===== config.mk =====
export PLATFORM = sky130hd
export DESIGN_NAME = bsram_word_bridge_flat
export DESIGN_NICKNAME = d
export VERILOG_FILES = /design/src/rtl/bsram_word_bridge_if.sv /design/src/rtl/bsram_word_bridge.sv /design/src/flat_wrapper.sv
export SDC_FILE = /design/constraint.sdc
export NUM_CORES = 1
export LEC_CHECK = 0
export ABC_AREA = 0
export CORE_UTILIZATION = 49
export CTS_CLUSTER_SIZE = 8
export DETAILED_ROUTE_END_ITERATION = 6
export PLACE_DENSITY = 0.84
export SYNTH_ARGS = -nofsm -noshare
export SYNTH_HDL_FRONTEND = slang
export SYNTH_SLANG_ARGS = --single-unit

===== constraint.sdc =====
create_clock -name clk -period 4.2 [get_ports clk]
set_input_delay 0.63 -clock clk [delete_from_list [all_inputs] [get_ports clk]]
set_output_delay 0.63 -clock clk [all_outputs]
set_load 0.01 [all_outputs]

===== src/rtl/bsram_word_bridge_if.sv =====
// CPU-side word bus of the block-RAM bridge: request and response each use a valid/ready handshake.
// The slave modport is the bridge view. The master modport is the CPU view.
interface bsram_word_bridge_if #(
  parameter int ADDR_W = 15
);
  logic              req_valid;
  logic              req_ready;
  logic              req_we;
  logic [ADDR_W-2:0] req_waddr;
  logic [15:0]       req_wdata;
  logic [1:0]        req_be;
  logic              rsp_valid;
  logic              rsp_ready;
  logic [15:0]       rsp_rdata;

  modport slave (
    input  req_valid, req_we, req_waddr, req_wdata, req_be, rsp_ready,
    output req_ready, rsp_valid, rsp_rdata
  );

  modport master (
    output req_valid, req_we, req_waddr, req_wdata, req_be, rsp_ready,
    input  req_ready, rsp_valid, rsp_rdata
  );
endinterface


===== src/rtl/bsram_word_bridge.sv =====
// Splits each 16-bit CPU word access into two little-endian byte accesses on a 32Kx8 block RAM.
// Ack latency is 2 clocks for writes and 2+RD_LAT for reads; the response is held until rsp_ready.
module bsram_word_bridge #(
  parameter int ADDR_W = 15,
  parameter int RD_LAT = 1
) (
  input  logic              clk,
  input  logic              reset,
  bsram_word_bridge_if.slave cpu,
  output logic              ram_ce,
  output logic              ram_oce,
  output logic              ram_wre,
  output logic              ram_reset,
  output logic [ADDR_W-1:0] ram_ad,
  output logic [7:0]        ram_din,
  input  logic [7:0]        ram_dout
);

  typedef enum logic [2:0] {
    S_IDLE, S_RD_LO, S_RD_HI, S_RD_WAIT, S_WR_LO, S_WR_HI, S_RESP
  } state_t;

  localparam logic LAST_WAIT = (RD_LAT == 2);

  state_t            r_state;
  state_t            w_next;
  logic [ADDR_W-2:0] r_waddr;
  logic [15:0]       r_wdata;
  logic [1:0]        r_be;
  logic [7:0]        r_lo_byte;
  logic              r_wait_cnt;
  logic              r_rsp_valid;
  logic [15:0]       r_rsp_rdata;
  logic              w_lo_cap;
  logic              w_hi_cap;

  // The high byte lands RD_LAT edges after RD_HI; the low byte one edge earlier.
  assign w_hi_cap = (r_state == S_RD_WAIT) && (r_wait_cnt == LAST_WAIT);
  assign w_lo_cap = (RD_LAT == 1) ? (r_state == S_RD_HI)
                                  : ((r_state == S_RD_WAIT) && !r_wait_cnt);

  assign cpu.req_ready = (r_state == S_IDLE);
  assign cpu.rsp_valid = r_rsp_valid;
  assign cpu.rsp_rdata = r_rsp_rdata;
  assign ram_oce       = 1'b1;
  assign ram_reset     = reset;

  always_ff @(posedge clk or posedge reset) begin
    if (reset) r_state <= S_IDLE;
    else       r_state <= w_next;
  end

  always_ff @(posedge clk or posedge reset) begin
    if (reset) begin
      r_waddr     <= '0;
      r_wdata     <= '0;
      r_be        <= '0;
      r_lo_byte   <= '0;
      r_wait_cnt  <= 1'b0;
      r_rsp_valid <= 1'b0;
      r_rsp_rdata <= '0;
    end else begin
      if (r_state == S_IDLE && cpu.req_valid) begin
        r_waddr <= cpu.req_waddr;
        r_wdata <= cpu.req_wdata;
        r_be    <= cpu.req_be;
      end
      r_wait_cnt <= (r_state == S_RD_WAIT) ? r_wait_cnt + 1'b1 : 1'b0;
      if (w_lo_cap) r_lo_byte <= ram_dout;
      if (w_hi_cap) begin
        r_rsp_rdata <= {ram_dout, r_lo_byte};
        r_rsp_valid <= 1'b1;
      end else if (r_state == S_WR_HI) begin
        r_rsp_rdata <= '0;
        r_rsp_valid <= 1'b1;
      end else if (r_state == S_RESP && cpu.rsp_ready) begin
        r_rsp_valid <= 1'b0;
      end
    end
  end

  // Write strobes follow the byte enables so a disabled byte never sees ce with wre.
  always_comb begin
    w_next  = r_state;
    ram_ce  = 1'b0;
    ram_wre = 1'b0;
    ram_ad  = '0;
    ram_din = '0;
    case (r_state)
      S_IDLE: begin
        if (cpu.req_valid) w_next = cpu.req_we ? S_WR_LO : S_RD_LO;
      end
      S_RD_LO: begin
        ram_ce = 1'b1;
        ram_ad = {r_waddr, 1'b0};
        w_next = S_RD_HI;
      end
      S_RD_HI: begin
        ram_ce = 1'b1;
        ram_ad = {r_waddr, 1'b1};
        w_next = S_RD_WAIT;
      end
      S_RD_WAIT: begin
        if (w_hi_cap) w_next = S_RESP;
      end
      S_WR_LO: begin
        ram_ce  = r_be[0];
        ram_wre = r_be[0];
        ram_ad  = {r_waddr, 1'b0};
        ram_din = r_wdata[7:0];
        w_next  = S_WR_HI;
      end
      S_WR_HI: begin
        ram_ce  = r_be[1];
        ram_wre = r_be[1];
        ram_ad  = {r_waddr, 1'b1};
        ram_din = r_wdata[15:8];
        w_next  = S_RESP;
      end
      S_RESP: begin
        if (cpu.rsp_ready) w_next = S_IDLE;
      end
      default: w_next = S_IDLE;
    endcase
  end

endmodule


===== src/flat_wrapper.sv =====
// flat-port wrapper written by rule: the top's interface ports become plain ports
module bsram_word_bridge_flat 
#(
  parameter int ADDR_W = 15,
  parameter int RD_LAT = 1
)
  (clk, reset, ram_ce, ram_oce, ram_wre, ram_reset, ram_ad, ram_din, ram_dout, cpu_req_valid, cpu_req_we, cpu_req_waddr, cpu_req_wdata, cpu_req_be, cpu_rsp_ready, cpu_req_ready, cpu_rsp_valid, cpu_rsp_rdata);
  bsram_word_bridge_if #(.ADDR_W(ADDR_W)) cpu_i ();
  input  logic clk;
  input  logic reset;
  output logic ram_ce;
  output logic ram_oce;
  output logic ram_wre;
  output logic ram_reset;
  output logic [ADDR_W-1:0] ram_ad;
  output logic [7:0] ram_din;
  input  logic [7:0] ram_dout;
  input wire logic [$bits(cpu_i.req_valid)-1:0] cpu_req_valid;
  input wire logic [$bits(cpu_i.req_we)-1:0] cpu_req_we;
  input wire logic [$bits(cpu_i.req_waddr)-1:0] cpu_req_waddr;
  input wire logic [$bits(cpu_i.req_wdata)-1:0] cpu_req_wdata;
  input wire logic [$bits(cpu_i.req_be)-1:0] cpu_req_be;
  input wire logic [$bits(cpu_i.rsp_ready)-1:0] cpu_rsp_ready;
  output wire logic [$bits(cpu_i.req_ready)-1:0] cpu_req_ready;
  output wire logic [$bits(cpu_i.rsp_valid)-1:0] cpu_rsp_valid;
  output wire logic [$bits(cpu_i.rsp_rdata)-1:0] cpu_rsp_rdata;
  assign cpu_i.req_valid = cpu_req_valid;
  assign cpu_i.req_we = cpu_req_we;
  assign cpu_i.req_waddr = cpu_req_waddr;
  assign cpu_i.req_wdata = cpu_req_wdata;
  assign cpu_i.req_be = cpu_req_be;
  assign cpu_i.rsp_ready = cpu_rsp_ready;
  assign cpu_req_ready = cpu_i.req_ready;
  assign cpu_rsp_valid = cpu_i.rsp_valid;
  assign cpu_rsp_rdata = cpu_i.rsp_rdata;
  bsram_word_bridge #(.ADDR_W(ADDR_W), .RD_LAT(RD_LAT)) u_core (.clk(clk), .reset(reset), .cpu(cpu_i), .ram_ce(ram_ce), .ram_oce(ram_oce), .ram_wre(ram_wre), .ram_reset(ram_reset), .ram_ad(ram_ad), .ram_din(ram_din), .ram_dout(ram_dout));
endmodule

---- Word-level counts from Yosys, hierarchy flattened ----
Cells that the tools add are included.
cells by class
  add/subtract/negate cells ............... 1
  equal/unequal tests ..................... 9
  multiplexer cells ....................... 15
  bitwise logic cells ..................... 1
  reductions and logical operators ........ 10
operators with widths
  operator                                        count
  2-to-1 mux 16 bit                               2
  case mux 15 bit (2 select lines)                1
  case mux 3 bit (7 select lines)                 1
  case mux 8 bit (2 select lines)                 1
  2-to-1 mux 3 bit                                4
  == test 3 bit (second input constant)           3
  == test 3 x 2 -> 1 bit (second input constant)  2
  OR reduction 2 bit                              3
  2-to-1 mux 1 bit                                4
  != test 2 bit (second input constant)           2
  == test 3 x 1 -> 1 bit (second input constant)  1
  logical AND 1 bit                               3
  logical NOT 3 bit                               1
  case mux 1 bit (3 select lines)                 1
  AND reduction 3 bit                             1
  nonzero test 3 bit                              1
  != test 2 x 1 -> 1 bit (second input constant)  1
  case mux 1 bit (2 select lines)                 1
  nonzero test 2 bit                              1
  adder 1 bit (second input constant)             1
  inverter 1 bit                                  1
word-level totals
  register bits after elaboration ......... 61
  input bits .............................. 45
  word-level logic and storage cells ...... 44

---- Longest topological paths before layout ----
  depth after elaboration ................. 5
  gate-level depth with buffers ........... 5
  mapped depth without buffers ............ 3

---- Worst setup path after synthesis ----
No wires, ideal clock.
  path type ............................... register -> output
  start point ............................. register u_core.r_state[2]
  end point ............................... output port ram_ad[10]
  arrival ................................. 1,298 ps
  slack ................................... 2,272 ps
  cell stages (with the launch flop) ...... 6
  buffers on the path ..................... 2
  cells stage by stage .................... dfrtp_1 > buf_4 > nor2_1 > xnor2_1 > clkbuf_2 > and2_1
between the ends
  cells in the longest elaborated chain, start to end .. 3
  elaborated cells on any way between the ends .. 7
  classes of those cells .................. 4 x eq/ne; 1 x mux; 2 x reduce/logical
RTL lines
  item                                   line                     text
  start: declaration                     bsram_word_bridge.sv:25  state_t r_state;
  start signal: assignment               bsram_word_bridge.sv:50  else r_state <= w_next;
  == test 3 bit (tied with other cells)  bsram_word_bridge.sv:89  case (r_state)
  OR reduction 2 bit (no line)           -
  case mux 15 bit (2 select lines) *     bsram_word_bridge.sv:89
  end: declaration                       flat_wrapper.sv:15       output logic [ADDR_W-1:0] ram_ad;
Mark *: on every way between the ends. The rest lies on a longest branch, timed or not.

---- Worst setup path after layout ----
  start point ............................. register u_core.r_state[2]
  end point ............................... output port ram_ad[11]
The elaborated chain is that of the path after synthesis.

==> metrics.md <==
| Metric | Value |
|---|---|
| Hold bufs inserted after CTS | `0` |
| Max Clock Freq | `between 300 and 400 MHz` |
| CP Launch Type | `flop` |
| RSZ-0062 raised after global routing | `no` |
| Residual DRC | `0` |
| Crit Path Class | `reg2out` |
| Register area share after synthesis | `0.581` |
| Top cells by area, synth | `dfrtp_1 (58%), mux2_2 (16%), a22o_1 (5.3%)` |
| Die Width | `about 75 um` |
| PostCTS Resize Cnt | `0` |
| CTS buffer count | `9` |
| GP Congestion | `0.742` |
| # placed instances | `roughly 340` |
| Commonest cells in the synthesized netlist | `dfrtp_1 (61), mux2_2 (38), a22o_1 (16), and2_1 (15), nor2_1 (12)` |
| Global-route wire length before repair | `8.64 mm` |
| Post-synth EDFFs | `0` |
| P per Cell Area | `a little under 800 nW/um^2` |
| Count leader, synth | `dfrtp_1` |
| Syn avg cell area | `between 10 and 15 um^2` |
| Nets@finish | `328` |
| Max IR drop VDD | `between 0.4 and 0.5 mV` |
| Share of layout cells above drive strength 1 | `0.215` |
| Core area | `~5100 um^2` |
| Max clock buf depth | `2` |
| Ports | `90` |
| Layout Cells excl Fill | `approximately 360` |
| Fin. Hold Viols | `0` |
| Mapped Cells | `around 200` |
| Hold WC Path Type | `reg2reg` |
| Synth-to-layout area growth | `40.9%` |
| Clk slew on worst S/H paths | `about 0.06 ns` |
| Pleak | `between 1.5 and 2 nW` |
| Post-CTS Setup Bufs | `0` |
| Clock Latency Late Sink | `~0.33 ns` |
| Register Area | `between 1500 and 2000 um^2` |
| Final setup fails | `0` |
| Drt via density | `~5.0` |
| Worst-path maximum fanout | `14` |
| Clk sinks | `a little over 60` |
| Vias in the first global route | `1808` |
| CTS tree | `yes` |
| Critical Path Sink Type | `primary output` |
| Min Tclk post-route | `approximately 3.2 ns` |
| DIE AREA | `about 5700 um^2` |
| Max Cap Violations | `0` |
| Total gr overflow | `0` |
| Post-synthesis cell type count | `31` |
| Port Buf Inserts | `about 90` |
| Die height | `75.2 um` |
| Top_reg_cell synth | `dfrtp_1` |
| Largest area contributor in the netlist | `dfrtp_1` |
| Slew headroom | `0.428` |
| DP Wirelength | `3.79 mm` |
| Via Count | `roughly 1800` |
| Worst-margin pin slew | `about 0.86 ns` |
| Antenna violations before repair | `0` |
| Ant. Diodes | `0` |
| Wire per inst | `about 15 um` |
| Root Driver | `clkbuf_8` |
| TNS Setup | `0 ns` |
| Required time of the critical path | `between 3 and 4 ns` |
| Synthesis Warnings | `0` |
| Total wire length | `5.54 mm` |
| FFs w/ async S/R, synth | `1.00` |
| Synth top area share | `0.581` |
| Detail Route Antenna Nets | `0` |
| Clk_skew | `0.00717 ns` |
| Synth Net Count | `240` |
| Tcrit/Tclk final | `0.757` |
| FF+latch count, synth | `61` |
| Filler Cell Count | `roughly 400` |
| Drt first pass iters | `4` |
| Iteration-0 DRC count of the detailed router | `between 150 and 200` |
| Starting density of the core | `0.511` |
| Run status | `finished clean` |
| Post-Syn Area | `about 2600 um^2` |
| Total GRT Usage | `0.215` |
| Largest net degree at the start of global routing | `44` |
| CP arrival | `around 2.6 ns` |
| Fin. max-slew vios | `0` |
| Row cnt | `26` |
| Multi-input logic area | `between 1000 and 1500 um^2` |
| H-tree depth | `3` |
==> stage by stage <==
stage | power [W] | utilization | hold WS (ns) | cell area, um^2 | setup slack, ns
2_1_floorplan | 0.00185 | - | 0.449 | 2630 | 2.06
3_3_place_gp | 0.00236 | 0.686 | 0.462 | 3520 | 1.45
3_5_place_dp | 0.00242 | 0.686 | 0.475 | 3520 | 1.34
4_1_cts | 0.00288 | 0.720 | 0.490 | 3700 | 0.969
5_1_grt | 0.00306 | 0.720 | 0.509 | 3700 | 0.712
6_report | 0.00286 | 0.720 | 0.484 | 3700 | 1.02
==> cell families after synthesis <==
| group | synth area share |
|---|---|
| flip-flops | 0.581 |
| XOR/XNOR | 0.00334 |
| multiplexers | 0.206 |
| AO/OA/AOI/OAI | 0.0743 |
| AND/OR/NAND/NOR | 0.0972 |
| other | 0.00143 |
| buffers and inverters | 0.0367 |
==> per-layer routing <==
metal  track usage  vias to the layer above  part of all wire
li1              -                      857                 -
met1         0.279                      874              0.44
met2         0.342                       58              0.50
met3        0.0643                        9             0.043
met4        0.0864                        0             0.018
met5             0                        -                 0
==> flip-flops by register name, summed over array words and instances, names as in the netlist <==
signal and cells:
u_core.cpu.rsp_rdata 16, u_core.cpu.rsp_valid 1, u_core.r_be 2, u_core.r_lo_byte 8, u_core.r_state 3, u_core.r_waddr 14, u_core.r_wait_cnt 1, u_core.r_wdata 16
==> final cells by class <==
| cell class | count | share of cell area |
|---|---|---|
| clock inverters | 5 | 0.00676 |
| well taps | 70 | 0.0237 |
| clock buffers | 11 | 0.0409 |
| repair buffers | 91 | 0.244 |
| multi-input cells | 119 | 0.271 |
| inverters | 1 | 0.00101 |
| flip-flops and latches | 61 | 0.412 |
==> layout by cell type (no fill, tap or decap), drive strengths merged, types with 2 or more instances in the layout <==
cell / netlist / routed
clkdlybuf4s50: 0 / 88
dfrtp: 61 / 61
mux2: 40 / 40
a22o: 16 / 16
and2: 15 / 15
nor2: 12 / 12
clkbuf: 2 / 11
mux2i: 9 / 9
clkinv: 0 / 5
nand2: 5 / 5
a21oi: 3 / 3
nor3: 3 / 3
buf: 12 / 3
nor2b: 2 / 2
nand2b: 2 / 2
==> report_power, final <==
group          internal, W  switching (W)  total (W)
Clock             0.000241       0.000216   0.000456
Combinational     0.000797       0.000542    0.00134
Sequential        0.000880       0.000182    0.00106
==> path summary, 6_finish.rpt <==
| kind | cells past startpoint | from | slack [ns] | to |
|---|---|---|---|---|
| worst min register to register | 1 | u_core.r_waddr[0] | 0.48 | u_core.r_waddr[0] |
| worst max register to register | 3 | u_core.r_state[1] | 2.29 | u_core.cpu.rsp_rdata[6] |
| max in group asynchronous | 3 | reset | 2.57 | u_core.r_be[0] |
| worst min-delay path | 1 | u_core.r_waddr[0] | 0.48 | u_core.r_waddr[0] |
| min in group asynchronous | 2 | reset | 0.83 | u_core.cpu.rsp_rdata[0] |
| worst max-delay path | 4 | u_core.r_state[2] | 1.02 | ram_ad[11] |
==> worst max-delay path, stage by stage, from the launching register on <==
cell,delay [ns]
dfrtp_1,0.61
nor2_1,0.15
xnor2_1,0.67
and2_1,0.24
clkdlybuf4s50_1,0.55
No activity file was read; power rests on OpenSTA's default activity.
